--- src/rtl/inertial_sensor_reader.sv ---
// -----------------------------------------------------------------------------
// InertialSensorReader
//
// Purpose:
//   Producer side of the inertial sample interface. After reset it waits a
//   power-up interval, writes four configuration registers of the 6-axis
//   sensor through the SPI master, then services the sensor's data-ready
//   interrupt by reading four byte registers per sample. Each finished sample
//   is presented as ptch_rt/AZ together with a one-cycle vld strobe.
//
// Ports:
//   clk          system clock
//   rst          asynchronous, active-high reset
//   INT          data-ready interrupt from the sensor (asynchronous to clk)
//   spi_done     one-cycle pulse from the SPI master: transaction complete
//   spi_rd_data  SPI receive word, valid while spi_done is high
//   spi_wrt      one-cycle pulse: start an SPI transaction
//   spi_cmd      SPI command word, held from spi_wrt until spi_done
//   vld          one-cycle pulse: new ptch_rt/AZ sample
//   ptch_rt      raw pitch rate, {high byte, low byte}
//   AZ           raw Z acceleration, {high byte, low byte}
// -----------------------------------------------------------------------------
module inertial_sensor_reader #(
    parameter int INIT_CYCLES = 65535
) (
    input  logic        clk,
    input  logic        rst,
    input  logic        INT,
    input  logic        spi_done,
    input  logic [15:0] spi_rd_data,
    output logic        spi_wrt,
    output logic [15:0] spi_cmd,
    output logic        vld,
    output logic [15:0] ptch_rt,
    output logic [15:0] AZ
);

    localparam int CNT_W = (INIT_CYCLES > 1) ? $clog2(INIT_CYCLES) : 1;
    localparam logic [CNT_W-1:0] CNT_LAST = CNT_W'(INIT_CYCLES - 1);

    typedef enum logic [3:0] {
        WAIT_PWR,
        CFG0,
        CFG1,
        CFG2,
        CFG3,
        IDLE,
        RD_PL,
        RD_PH,
        RD_AL,
        RD_AH,
        DONE
    } state_t;

    state_t            state_q, state_d;
    logic [CNT_W-1:0]  cnt_q, cnt_d;
    logic              intMeta_q, intSync_q;
    logic [7:0]        pl_q, pl_d, ph_q, ph_d, al_q, al_d, ah_q, ah_d;
    logic              spiWrt_q, spiWrt_d;
    logic [15:0]       spiCmd_q, spiCmd_d;
    logic              vld_q, vld_d;
    logic [15:0]       ptch_q, ptch_d, az_q, az_d;

    // The sensor returns one byte per read; the upper half of the receive
    // word carries nothing useful and is deliberately dropped.
    logic unusedRdHigh;
    assign unusedRdHigh = ^spi_rd_data[15:8];

    // Command word sent on entry to each transaction state.
    function automatic logic [15:0] cmdFor(input state_t s);
        case (s)
            CFG0:    return 16'h0D02;
            CFG1:    return 16'h1053;
            CFG2:    return 16'h1150;
            CFG3:    return 16'h1460;
            RD_PL:   return 16'hA200;
            RD_PH:   return 16'hA300;
            RD_AL:   return 16'hAC00;
            RD_AH:   return 16'hAD00;
            default: return 16'h0000;
        endcase
    endfunction

    function automatic logic isTxn(input state_t s);
        case (s)
            CFG0, CFG1, CFG2, CFG3, RD_PL, RD_PH, RD_AL, RD_AH: return 1'b1;
            default:                                           return 1'b0;
        endcase
    endfunction

    // Two-flop synchronizer for the asynchronous data-ready interrupt; only
    // the second flop is ever looked at by the sequencer.
    always_ff @(posedge clk or posedge rst) begin
        if (rst) begin
            intMeta_q <= 1'b0;
            intSync_q <= 1'b0;
        end else begin
            intMeta_q <= INT;
            intSync_q <= intMeta_q;
        end
    end

    // Sequencer next state. Each transaction state sits waiting for
    // spi_done; spi_done seen anywhere else simply falls through the case.
    // A start pulse and its command are produced whenever the next state is
    // a transaction state different from the current one, so the pulse lands
    // in the first cycle of that state and never in the cycle of a done.
    always_comb begin
        state_d  = state_q;
        cnt_d    = cnt_q;
        pl_d     = pl_q;
        ph_d     = ph_q;
        al_d     = al_q;
        ah_d     = ah_q;
        spiWrt_d = 1'b0;
        spiCmd_d = spiCmd_q;
        vld_d    = 1'b0;
        ptch_d   = ptch_q;
        az_d     = az_q;

        case (state_q)
            WAIT_PWR: begin
                if (cnt_q == CNT_LAST) begin
                    state_d = CFG0;
                end else begin
                    cnt_d = cnt_q + CNT_W'(1);
                end
            end
            CFG0:  if (spi_done) state_d = CFG1;
            CFG1:  if (spi_done) state_d = CFG2;
            CFG2:  if (spi_done) state_d = CFG3;
            CFG3:  if (spi_done) state_d = IDLE;
            IDLE:  if (intSync_q) state_d = RD_PL;
            RD_PL: begin
                if (spi_done) begin
                    pl_d    = spi_rd_data[7:0];
                    state_d = RD_PH;
                end
            end
            RD_PH: begin
                if (spi_done) begin
                    ph_d    = spi_rd_data[7:0];
                    state_d = RD_AL;
                end
            end
            RD_AL: begin
                if (spi_done) begin
                    al_d    = spi_rd_data[7:0];
                    state_d = RD_AH;
                end
            end
            RD_AH: begin
                if (spi_done) begin
                    ah_d    = spi_rd_data[7:0];
                    state_d = DONE;
                end
            end
            DONE: begin
                ptch_d  = {ph_q, pl_q};
                az_d    = {ah_q, al_q};
                vld_d   = 1'b1;
                state_d = IDLE;
            end
            default: state_d = WAIT_PWR;
        endcase

        if ((state_d != state_q) && isTxn(state_d)) begin
            spiWrt_d = 1'b1;
            spiCmd_d = cmdFor(state_d);
        end
    end

    // All sequencer state and every output are registered; reset returns
    // everything to zero and the power-up wait starts over.
    always_ff @(posedge clk or posedge rst) begin
        if (rst) begin
            state_q  <= WAIT_PWR;
            cnt_q    <= '0;
            pl_q     <= '0;
            ph_q     <= '0;
            al_q     <= '0;
            ah_q     <= '0;
            spiWrt_q <= 1'b0;
            spiCmd_q <= '0;
            vld_q    <= 1'b0;
            ptch_q   <= '0;
            az_q     <= '0;
        end else begin
            state_q  <= state_d;
            cnt_q    <= cnt_d;
            pl_q     <= pl_d;
            ph_q     <= ph_d;
            al_q     <= al_d;
            ah_q     <= ah_d;
            spiWrt_q <= spiWrt_d;
            spiCmd_q <= spiCmd_d;
            vld_q    <= vld_d;
            ptch_q   <= ptch_d;
            az_q     <= az_d;
        end
    end

    assign spi_wrt = spiWrt_q;
    assign spi_cmd = spiCmd_q;
    assign vld     = vld_q;
    assign ptch_rt = ptch_q;
    assign AZ      = az_q;

endmodule

--- config.mk ---
export PLATFORM = sky130hd
export DESIGN_NAME = inertial_sensor_reader
export DESIGN_NICKNAME = d
export VERILOG_FILES = /design/src/rtl/inertial_sensor_reader.sv
export SDC_FILE = /design/constraint.sdc
export NUM_CORES = 1
export LEC_CHECK = 0
export ABC_AREA = 0
export BUFFER_PORTS_ARGS = -buffer_cell sky130_fd_sc_hd__buf_2
export CORE_AREA = 2 2 91 93
export CTS_CLUSTER_DIAMETER = 60
export CTS_CLUSTER_SIZE = 25
export DETAILED_ROUTE_END_ITERATION = 12
export DIE_AREA = 0 0 93 95
export PLACE_DENSITY_LB_ADDON = 0.1
export REMOVE_ABC_BUFFERS = 1
export SYNTH_ARGS = -nofsm -noshare
export SYNTH_HDL_FRONTEND = slang
export SYNTH_SLANG_ARGS = --single-unit
--- constraint.sdc ---
create_clock -name clk -period 4.06 [get_ports clk]
set_clock_uncertainty 0.15 [all_clocks]
set_input_delay 0.203 -clock clk [delete_from_list [all_inputs] [get_ports clk]]
set_output_delay 0.203 -clock clk [all_outputs]
set_load 0.005 [all_outputs]
==> results.md, run 1 <==
* DR vias at 2568
* Chip Width at 93 µm
* Wire length per cell at 15.4 µm
* Clock sink count at 98
* Layout cells sized above 1 at 42.6%
* Global-route wire length before repair at 12600 µm
* Initial core utilization at 53.8%
* Largest cells by area after synthesis: dfrtp_1, mux2_2, mux2_4, xnor2_1, ha_1
* Max Cap Violations at 0
* CP required at 4.16 ns
* Max clock buf depth at 2
* Cells after Synth at 310
* Die area at 0.00884 mm²
* Final ANT Viol Nets at 0
* 1st-iter DRT viols at 75
* Std-Cell Rows at 33
* Reg2reg setup slack at 0.89 ns
* DRC violations left at 0
* Synth warn at 0
* Synth async-reset ratio at 100%
* I/O Pins at 70
* Ys flop type: dfrtp_1
* Area growth, synth to finish at 16.3%
* Final setup fails at 0
* PortBufs at 57
* Crit. End Element: flip-flop
* RSZ-0062 raised after global routing: no
* Pre-CTS WS at 0.883 ns
* Clk Latency, worst-skew pair at 0.35 ns
* Worst Path Max Fanout at 15
* Setup CP Type: flip-flop to flip-flop
* Routability cong. at 0.800
* WHS Path Cells at 0
* Yosys reg bits at 98
* Synth Cell Area at 0.00426 mm²
* Fin Setup TNS at 0 ns
* Final setup margin at 0.886 ns
* Synth top area share at 57.5%
* Post-Route WL at 7540 µm
* Detail Placement HPWL at 5080 µm
* Cell accounting for the most synthesized area: dfrtp_1
* Static leakage at 2.58 nW
* FMAX at 315 MHz
* Min-Delay Path Class: flip-flop to flip-flop
* VDD IR max at 0.213 mV
* Nets at 406
* Yosys cell types at 47
* Final critical-path share of the clock period at 78.2%
* Max H-tree Level at 3
* Syn avg cell area at 13.8 µm²
* Number of detailed-route iterations in the first pass at 4
* Post-DR vias/cell at 5.24
* Status: completed
* Core area at 0.00793 mm²
* Worst Hold Endpoint: intSync_q
* Worst-Margin Slew at 0.915 ns
* Die Ht at 95 µm
* Fin. max-slew vios at 0
* Seq/Total Area, Yosys at 57.5%
* Endpoints failing hold at 0
* Antenna violations before repair at 0
* Reg2Reg Depth at 11
* Largest net degree at the start of global routing at 77
* Post-Layout Cell Count at 490
* Clk root buf: clkbuf_8
* Cts repair resizes at 0
* CTS tree: done
* HP Start: intMeta_q
* Post-synth EDFFs at 0
* Startpoint Class: flip-flop
* Diode count at 0
* Gr ovfl total at 0
* TritonCTS buffer count at 9
* Final critical-path required period at 3.17 ns
* Critical R2R Launch: state_q[1]
* Gr usage total at 18.7%
* R2r endpoint: spi_cmd[10]
* Arr. time, crit path at 3.27 ns
* Vias in the first global route at 2611
* Placement Cell Area at 0.00464 mm²
* Cell total after placement at 464
* Clock transition at path regs at 0.10 ns
* Slew HR at 39.0%
* Pwr Density at 338 mW/mm²
* Fin area at 0.00496 mm²
-- metal layers --
layer  global-route usage, %  vias up  part of all wire, %
met1                    24.2     1301                   45
met2                    30.9       41                   50
li1                        -     1219                    -
met3                    4.95        7                  4.0
met4                    6.13        0                  1.3
met5                       0        -                    0
-- Yosys cell counts, types with 2 or more instances --
cell and instances:
o21ai_0 2, nor3_1 5, nand2_1 14, buf_4 6, nor4b_2 2, and2_1 3
nand2b_1 3, mux2_2 65, xnor2_1 11, ha_1 6, clkbuf_1 5, xor2_1 5
o22ai_1 4, dfrtp_1 98, a21oi_1 6, nand4_1 5, inv_1 11, buf_2 4
and3_1 4, nand3_1 4, nor2_1 10, buf_6 2, mux2_4 9, mux2i_1 3
-- how the worst max path moves through the flow --
stage                    start          end  cells after the start
finish              state_q[1]  spi_cmd[10]                     11
global route        state_q[1]  spi_cmd[10]                     11
CTS                 state_q[1]  spi_cmd[10]                     11
detailed placement  state_q[1]  spi_cmd[10]                     11
global placement    state_q[1]  spi_cmd[10]                     11
floorplan           state_q[1]        AZ[0]                      3
-- through the flow --
| step | utilization, % | hold slack (ns) | total power, mW |
|---|---|---|---|
| 2_1_floorplan | - | 0.0844 | 1.01 |
| 3_3_place_gp | 58.6 | 0.164 | 1.03 |
| 3_5_place_dp | 58.6 | 0.165 | 1.03 |
| 4_1_cts | 62.5 | 0.207 | 1.70 |
| 5_1_grt | 62.5 | 0.216 | 1.75 |
| 6_report | 62.5 | 0.207 | 1.67 |
-- worst max-delay path, cell delays in order, from the launching register on --
cell,delay [ns]
dfrtp_1,0.55
maj3_2,0.37
mux2_4,0.28
a221oi_4,0.41
inv_1,0.14
ha_1,0.23
inv_1,0.09
mux2i_1,0.08
a211oi_1,0.26
o22ai_1,0.11
nand2b_1,0.15
mux2_4,0.26
-- power by group --
part / internal, mW / switching, mW / total (mW) / leakage [nW]
clock network: 0.301 / 0.358 / 0.659 / 0.109
logic: 0.0124 / 0.0266 / 0.0391 / 1.13
registers: 0.976 / 0.000607 / 0.977 / 1.35
-- cell families (layout without fill, tap and decap cells) --
kind of cell    count (synthesis)  in the layout  synth area share (%)
flops                          98             98                  57.5
mux                            77             77                  21.0
simple gates                   61             61                  8.57
buf+inv                        28            100                  3.46
compound gates                 22             22                  4.02
xor+xnor                       16             16                  3.29
fa+ha+maj                       7              7                  2.02
other cells                     1              4                0.0879
-- layout by cell type, fill, tap and decap left out, drive strengths merged, types with 2 or more instances in the layout --
cell type,netlist,routed
mux2i,3,3
a21oi,7,7
clkinv,0,3
conb,1,4
inv,11,14
nor2,11,11
o21ai,2,2
and2,3,3
and3,4,4
ha,6,6
nor3,5,5
mux2,74,74
xor2,5,5
dfrtp,98,98
dlygate4sd3,0,10
nand2,14,14
clkbuf,5,9
nand3,4,4
nand2b,3,3
buf,12,63
nand4,5,5
o22ai,4,4
nor4b,2,2
xnor2,11,11
nor4,2,2
-- final cells by class --
cell class | instances | area [µm²]
Tap cell | 105 | 131
Inverter | 11 | 43.8
Sequential cell | 98 | 2450
Timing Repair Buffer | 73 | 430
Fill cell | 681 | 2970
Clock buffer | 9 | 124
Multi-Input combinational cell | 187 | 1680
Clock inverter | 7 | 92.6
-- repair_timing --
action | 4_1_cts | 5_1_grt
buffers inserted | 0 | 0
hold endpoints to repair | 108 | 0
hold buffers | 10 | 0
-- state kept, by name, summed over array words and instances, names as in the netlist --
signal and cells:
ph_q 8, AZ 16, cnt_q 16, ah_q 8
vld 1, ptch_rt 16, al_q 8, state_q 4
intMeta_q 1, spi_cmd 10, intSync_q 1, pl_q 8
spi_wrt 1
Note: power is estimated with default switching activity, not from simulation.
==> run 2: changes to the inputs <==
--- a/config.mk
+++ b/config.mk
@@ -5,13 +5,13 @@
 export SDC_FILE = /design/constraint.sdc
 export NUM_CORES = 1
 export LEC_CHECK = 0
-export ABC_AREA = 0
+export ABC_AREA = 1
 export BUFFER_PORTS_ARGS = -buffer_cell sky130_fd_sc_hd__buf_2
-export CORE_AREA = 2 2 91 93
+export CORE_AREA = 2 2 95 97
 export CTS_CLUSTER_DIAMETER = 60
 export CTS_CLUSTER_SIZE = 25
 export DETAILED_ROUTE_END_ITERATION = 12
-export DIE_AREA = 0 0 93 95
+export DIE_AREA = 0 0 97 99
 export PLACE_DENSITY_LB_ADDON = 0.1
 export REMOVE_ABC_BUFFERS = 1
 export SYNTH_ARGS = -nofsm -noshare
==> constraint.sdc (replaced) <==
create_clock -name clk -period 2.9 [get_ports clk]
set_clock_uncertainty 0.15 [all_clocks]
set_input_delay 0.145 -clock clk [delete_from_list [all_inputs] [get_ports clk]]
set_output_delay 0.145 -clock clk [all_outputs]
set_load 0.005 [all_outputs]
==> run 2 against run 1 <==
Compared with the run above: non-clock buffer count shrank 1; fmax grew 27%; core utilization shrank 4.6 points; combinational power grew 46%; largest cell class unchanged; setup slack lost 0.49 ns; design area shrank 0.10%; die area grew 8.7%; via count grew 24%; power grew 42%; synthesized area grew 0.23%; hold slack lost 0.045 ns; critical path depth grew 2.
==> results.md, run 2 <==
* Final critical-path share of the clock period at 86.3%
* R2r endpoint: spi_cmd[9]
* Post-CTS Setup Inserts at 0
* Critical R2R Launch: state_q[1]
* Worst Hold Endpoint: ph_q[3]
* Yosys cell types at 29
* Gr ovfl total at 0
* GRT busiest layer: met2
* Synth async-reset ratio at 100%
* PortBufs at 57
* Commonest cells in the synthesized netlist: nand2_1, dfrtp_1, o21ai_0
* Global-route wire length before repair at 13800 µm
* Synth top area share at 57.4%
* Post-synth EDFFs at 0
* VDD IR max at 0.208 mV
* Synth Cell Area at 0.00427 mm²
* Crit. End Element: flip-flop
* Final ANT Viol Nets at 0
* Clk root buf: clkbuf_8
* Clock transition at path regs at 0.10 ns
* Number of fill cells at 790
* Clk Latency, worst-skew pair at 0.36 ns
* Routability cong. at 0.819
* Max Cap Violations at 0
* Die Ht at 99 µm
* WHS Path Cells at 3
* Pwr Density at 481 mW/mm²
* Largest cells by area after synthesis: dfrtp_1, nand2_1, o21ai_0, nand3_1, inv_1
* Reg2Reg Depth at 13
* Initial core utilization at 50.0%
* Reg2reg setup slack at 0.40 ns
* Chip Width at 97 µm
* Std-Cell Rows at 34
* Core area at 0.00855 mm²
* Yosys reg bits at 98
* Commonest non-fill, non-tap cell in the layout: nand2_1
* Hold WS at 0.162 ns
* Top-count cell post-synth: nand2_1
* Final critical-path required period at 2.50 ns
* Antenna violations before repair at 0
* Vias in the first global route at 3070
* Arr. time, crit path at 2.60 ns
* Status: completed
* Worst Path Max Fanout at 18
* Met3 usage at 3.48%
* Most frequent cells in the layout: nand2_1, dfrtp_1, buf_2
* Fin. max-slew vios at 0
* Cell accounting for the most synthesized area: dfrtp_1
* Syn avg cell area at 8.76 µm²
* Setup CP Type: flip-flop to flip-flop
* Diode count at 0
* Worst-Margin Slew at 0.507 ns
* Slew HR at 66.2%
* CTS tree: done
* Area growth, synth to finish at 15.9%
* Layout cells sized above 1 at 19.0%
* Die area at 0.00960 mm²
* Wire length per cell at 11.6 µm
* Post-DR vias/cell at 4.77
* Largest net degree at the start of global routing at 99
* TritonCTS buffer count at 9
* RSZ-0062 raised after global routing: no
* Static leakage at 2.82 nW
* Min-Delay Path Class: input pin to flip-flop
* Ys flop type: dfrtp_1
* Post-Route WL at 7730 µm
* Seq/Total Area, Yosys at 57.4%
* Final setup fails at 0
* Startpoint Class: flip-flop
* DR vias at 3175
* Max H-tree Level at 3
* Endpoints failing hold at 0
* Clock sink count at 98
* Cells after Synth at 488
* Number of detailed-route iterations in the first pass at 4
* DRC violations left at 0
* Cts repair resizes at 0
* 1st-iter DRT viols at 89
* I/O Pins at 70
* Gr usage total at 17.5%
* Fin Setup TNS at 0 ns
* Met1 GRT Util at 24.0%
* Synth warn at 0
* CP required at 3.00 ns
* Max clock buf depth at 2
* Nets at 579
* M2 GR Usage at 28.2%
* Detail Placement HPWL at 5070 µm
* FMAX at 400 MHz
* HP Start: spi_done
-- run 2: cell count changes after synthesis, sizes merged, moves of 4 or more --
cell | before | now
nand3 | 4 | 24
a21oi | 7 | 3
mux2 | 74 | 0
o21ai | 2 | 35
o22ai | 4 | 0
inv | 11 | 34
nand2 | 14 | 213
clkbuf | 5 | 10
nor2 | 11 | 29
-- run 2: logic make-up (layout without fill, tap and decap cells) --
group                      Yosys count  count (layout)  share of synthesized area [%]
xor gates and xnor gates            15              15                           3.07
adders and majority gates            6               6                           1.76
buffers and inverters               56             122                           5.86
other                                1               4                         0.0877
AOI/OAI and AO/OA                   38              38                           4.63
and+or+nand+nor                    274             274                           27.2
DFF                                 98              98                           57.4
-- run 2: repair_timing --
item                                    CTS  global route
endpoints found under the hold margin   131             0
endpoints found under the setup margin    0             0
hold buffers                             10             0
-- run 2: worst max path at each step --
stage	cells past startpoint	slack (ns)	endpoint	startpoint
floorplan	1	0.04	AZ[0]	rst
global placement	13	0.44	spi_cmd[9]	state_q[1]
detailed placement	13	0.40	spi_cmd[5]	state_q[1]
CTS	13	0.39	spi_cmd[5]	state_q[1]
global route	13	0.05	spi_cmd[1]	state_q[1]
finish	13	0.40	spi_cmd[9]	state_q[1]
-- run 2: worst max-delay path, cell delays in order (launching register included) --
cell,delay [ns]
dfrtp_1,0.57
nand2_1,0.17
inv_2,0.10
nand2_1,0.08
inv_2,0.08
nand2_4,0.13
nand2_4,0.14
nand2_1,0.11
nand2_1,0.09
clkinv_1,0.05
nand2_1,0.24
nand2_1,0.30
nand2_1,0.13
nand2_1,0.06
-- run 2: power breakdown --
group	switching [mW]	internal, mW	total (mW)
clock	0.472	0.486	0.958
sequential	0.000480	1.37	1.37
combinational	0.0388	0.0182	0.0570
total	0.511	1.87	2.38
-- run 2: stage by stage --
step,setup slack [ns],utilization (%),power (mW),std cells,cell area [µm²]
final,0.398,57.9,2.38,665,4950
after global routing,0.0502,57.9,2.48,665,4950
after CTS,0.391,57.9,2.42,665,4950
after detailed placement,0.402,54.3,1.44,640,4640
after global placement,0.438,54.3,1.44,640,4640
after floorplan,0.0429,-,1.42,470,4170
-- run 2: final cells by class --
class	count	area, µm²	area share [%]
clock buffer	9	124	2.50
clock inverter	6	90.1	1.82
inverter	35	134	2.70
multi-input combinational	337	1580	32.0
sequential	98	2450	49.5
tap	108	135	2.73
timing repair buffer	72	435	8.79
-- run 2: layer usage --
metal / routed length (µm) / up-vias
met5: 0 / -
met4: 96 / 0
met3: 280 / 9
li1: - / 1631
met1: 3810 / 1476
met2: 3550 / 59
==> run 3: changes to the inputs <==
--- a/config.mk
+++ b/config.mk
@@ -13,6 +13,7 @@
 export DETAILED_ROUTE_END_ITERATION = 12
 export DIE_AREA = 0 0 97 99
 export PLACE_DENSITY_LB_ADDON = 0.1
+export RECOVER_POWER = 100
 export REMOVE_ABC_BUFFERS = 1
 export SYNTH_ARGS = -nofsm -noshare
 export SYNTH_HDL_FRONTEND = slang
==> run 3 against run 2 <==
Compared with the run above: hold slack lost 0.0041 ns; sequential power is essentially flat; sequential share of layout area grew 0.67 points; clock power shrank 0.7%; fmax shrank 1.9%; design area shrank 1.3%; sequential cell count is the same; power shrank 0.39%; setup slack lost 0.049 ns; count of clock-buffer cells in the layout is the same; register-to-register slack lost 0.05 ns.
==> results.md, run 3 (synthesized netlist as in run 2, its figures left out) <==
* Die area at 0.00960 mm²
* Die Ht at 99 µm
* Cts repair resizes at 0
* Fin Setup TNS at 0 ns
* VDD IR max at 0.204 mV
* DRC violations left at 0
* CP max stage cell: dfrtp_1
* Commonest non-fill, non-tap cell in the layout: nand2_1
* Setup CP Type: flip-flop to flip-flop
* Worst path most repeated cell: nand2_1
* Worst-Margin Slew at 1.44 ns
* Max Cap Violations at 0
* Worst Path Max Fanout at 17
* RSZ-0062 raised after global routing: no
* Number of detailed-route iterations in the first pass at 4
* FMAX at 392 MHz
* Final ANT Viol Nets at 0
* Status: completed
* Final setup fails at 0
* DR vias at 3171
* CP required at 3.00 ns
* Static leakage at 2.74 nW
* Core area at 0.00855 mm²
* Gr usage total at 17.5%
* Detail Placement HPWL at 5070 µm
* Clock transition at path regs at 0.10 ns
* Chip Width at 97 µm
* Final critical-path share of the clock period at 88.0%
* Clock sink count at 98
* Pwr Density at 485 mW/mm²
* Crit. End Element: flip-flop
* Fin. max-slew vios at 0
* CTS tree: done
* I/O Pins at 70
* CP max stage delay at 0.53 ns
* Antenna violations before repair at 0
* Initial core utilization at 50.0%
* Max H-tree Level at 3
* Max clock buf depth at 2
* Diode count at 0
* Hold WS at 0.158 ns
* Slew HR at 3.94%
* Final critical-path required period at 2.55 ns
* Endpoints failing hold at 0
* Largest net degree at the start of global routing at 99
* Global-route wire length before repair at 13800 µm
* Std-Cell Rows at 34
* Area growth, synth to finish at 14.3%
* Post-CTS Setup Inserts at 0
* Post-Route WL at 7780 µm
* TritonCTS buffer count at 9
* Min-Delay Path Class: input pin to flip-flop
* Pwr Total at 2.37 mW
* Clk Latency, worst-skew pair at 0.36 ns
* Most frequent cells in the layout: nand2_1, dfrtp_1, buf_2
* Wire length per cell at 11.7 µm
* Vias in the first global route at 3070
* PortBufs at 57
* Routability cong. at 0.819
* Nets at 579
* Post-DR vias/cell at 4.77
* Gr ovfl total at 0
* Crit-path cells: nor2_1, nand3_4, nand2_1, inv_2, nand2_1, nor2_1, nand2_4, nor2_1, nor2_1, nand2_1, nand2_1, nand2_1, nand2_1
* Startpoint Class: flip-flop
* 1st-iter DRT viols at 123
* Post-CTS Hold Buffers at 10
* Arr. time, crit path at 2.65 ns
* Post-layout util at 57.2%
* Clk root buf: clkbuf_8
* Layout cells sized above 1 at 14.5%
==> run 3: cell count changes in the layout (fill, tap and decap cells not counted), moves of 4 or more <==
cell      delta
buf_2       -11
buf_4        -4
clkbuf_1    +15
nor2_1       +5
nor2_2       -5
==> run 3: through the flow <==
step	std cells	cell area (µm²)	setup slack (ns)
final	665	4890	0.349
after global routing	665	4890	0.0405
after CTS	665	4950	0.391
after detailed placement	640	4640	0.402
after global placement	640	4640	0.438
after floorplan	470	4170	0.0429
==> run 3: path summary, 6_finish.rpt <==
kind | start | to | slack (ns) | depth (start not counted)
max | state_q[1] | spi_cmd[9] | 0.35 | 13
min | spi_done | al_q[6] | 0.16 | 3
max reg2reg | state_q[1] | spi_cmd[9] | 0.35 | 13
min reg2reg | intMeta_q | intSync_q | 0.21 | 0
max in group asynchronous | rst | spi_cmd[0] | 1.12 | 4
min in group asynchronous | rst | cnt_q[12] | 0.65 | 4
==> run 3: final cells by class <==
class	count	area, µm²
clock buffer	9	124
inverter	35	133
multi-input combinational	337	1560
tap	108	135
fill	811	3660
sequential	98	2450
timing repair buffer	72	394
clock inverter	6	90.1
==> run 3: critical path: cells and delay by family (launching register included) <==
kind	cells	cell delay (ns)
simple gates	12	1.72
flops	1	0.53
buf+inv	1	0.05
==> run 3: where the power goes <==
group	internal (mW)	switching, mW	total (mW)
clock network	0.486	0.465	0.951
registers	1.37	0.000486	1.37
logic	0.0157	0.0383	0.0540
total	1.87	0.504	2.37
==> run 3: metal layers <==
metal  GRT usage, %  part of all wire [%]  up-vias
met5              0                     0        -
met1           24.0                    50     1483
met3           3.48                   3.5        4
met4           6.18                  0.54        0
met2           28.2                    46       53
li1               -                     -     1631
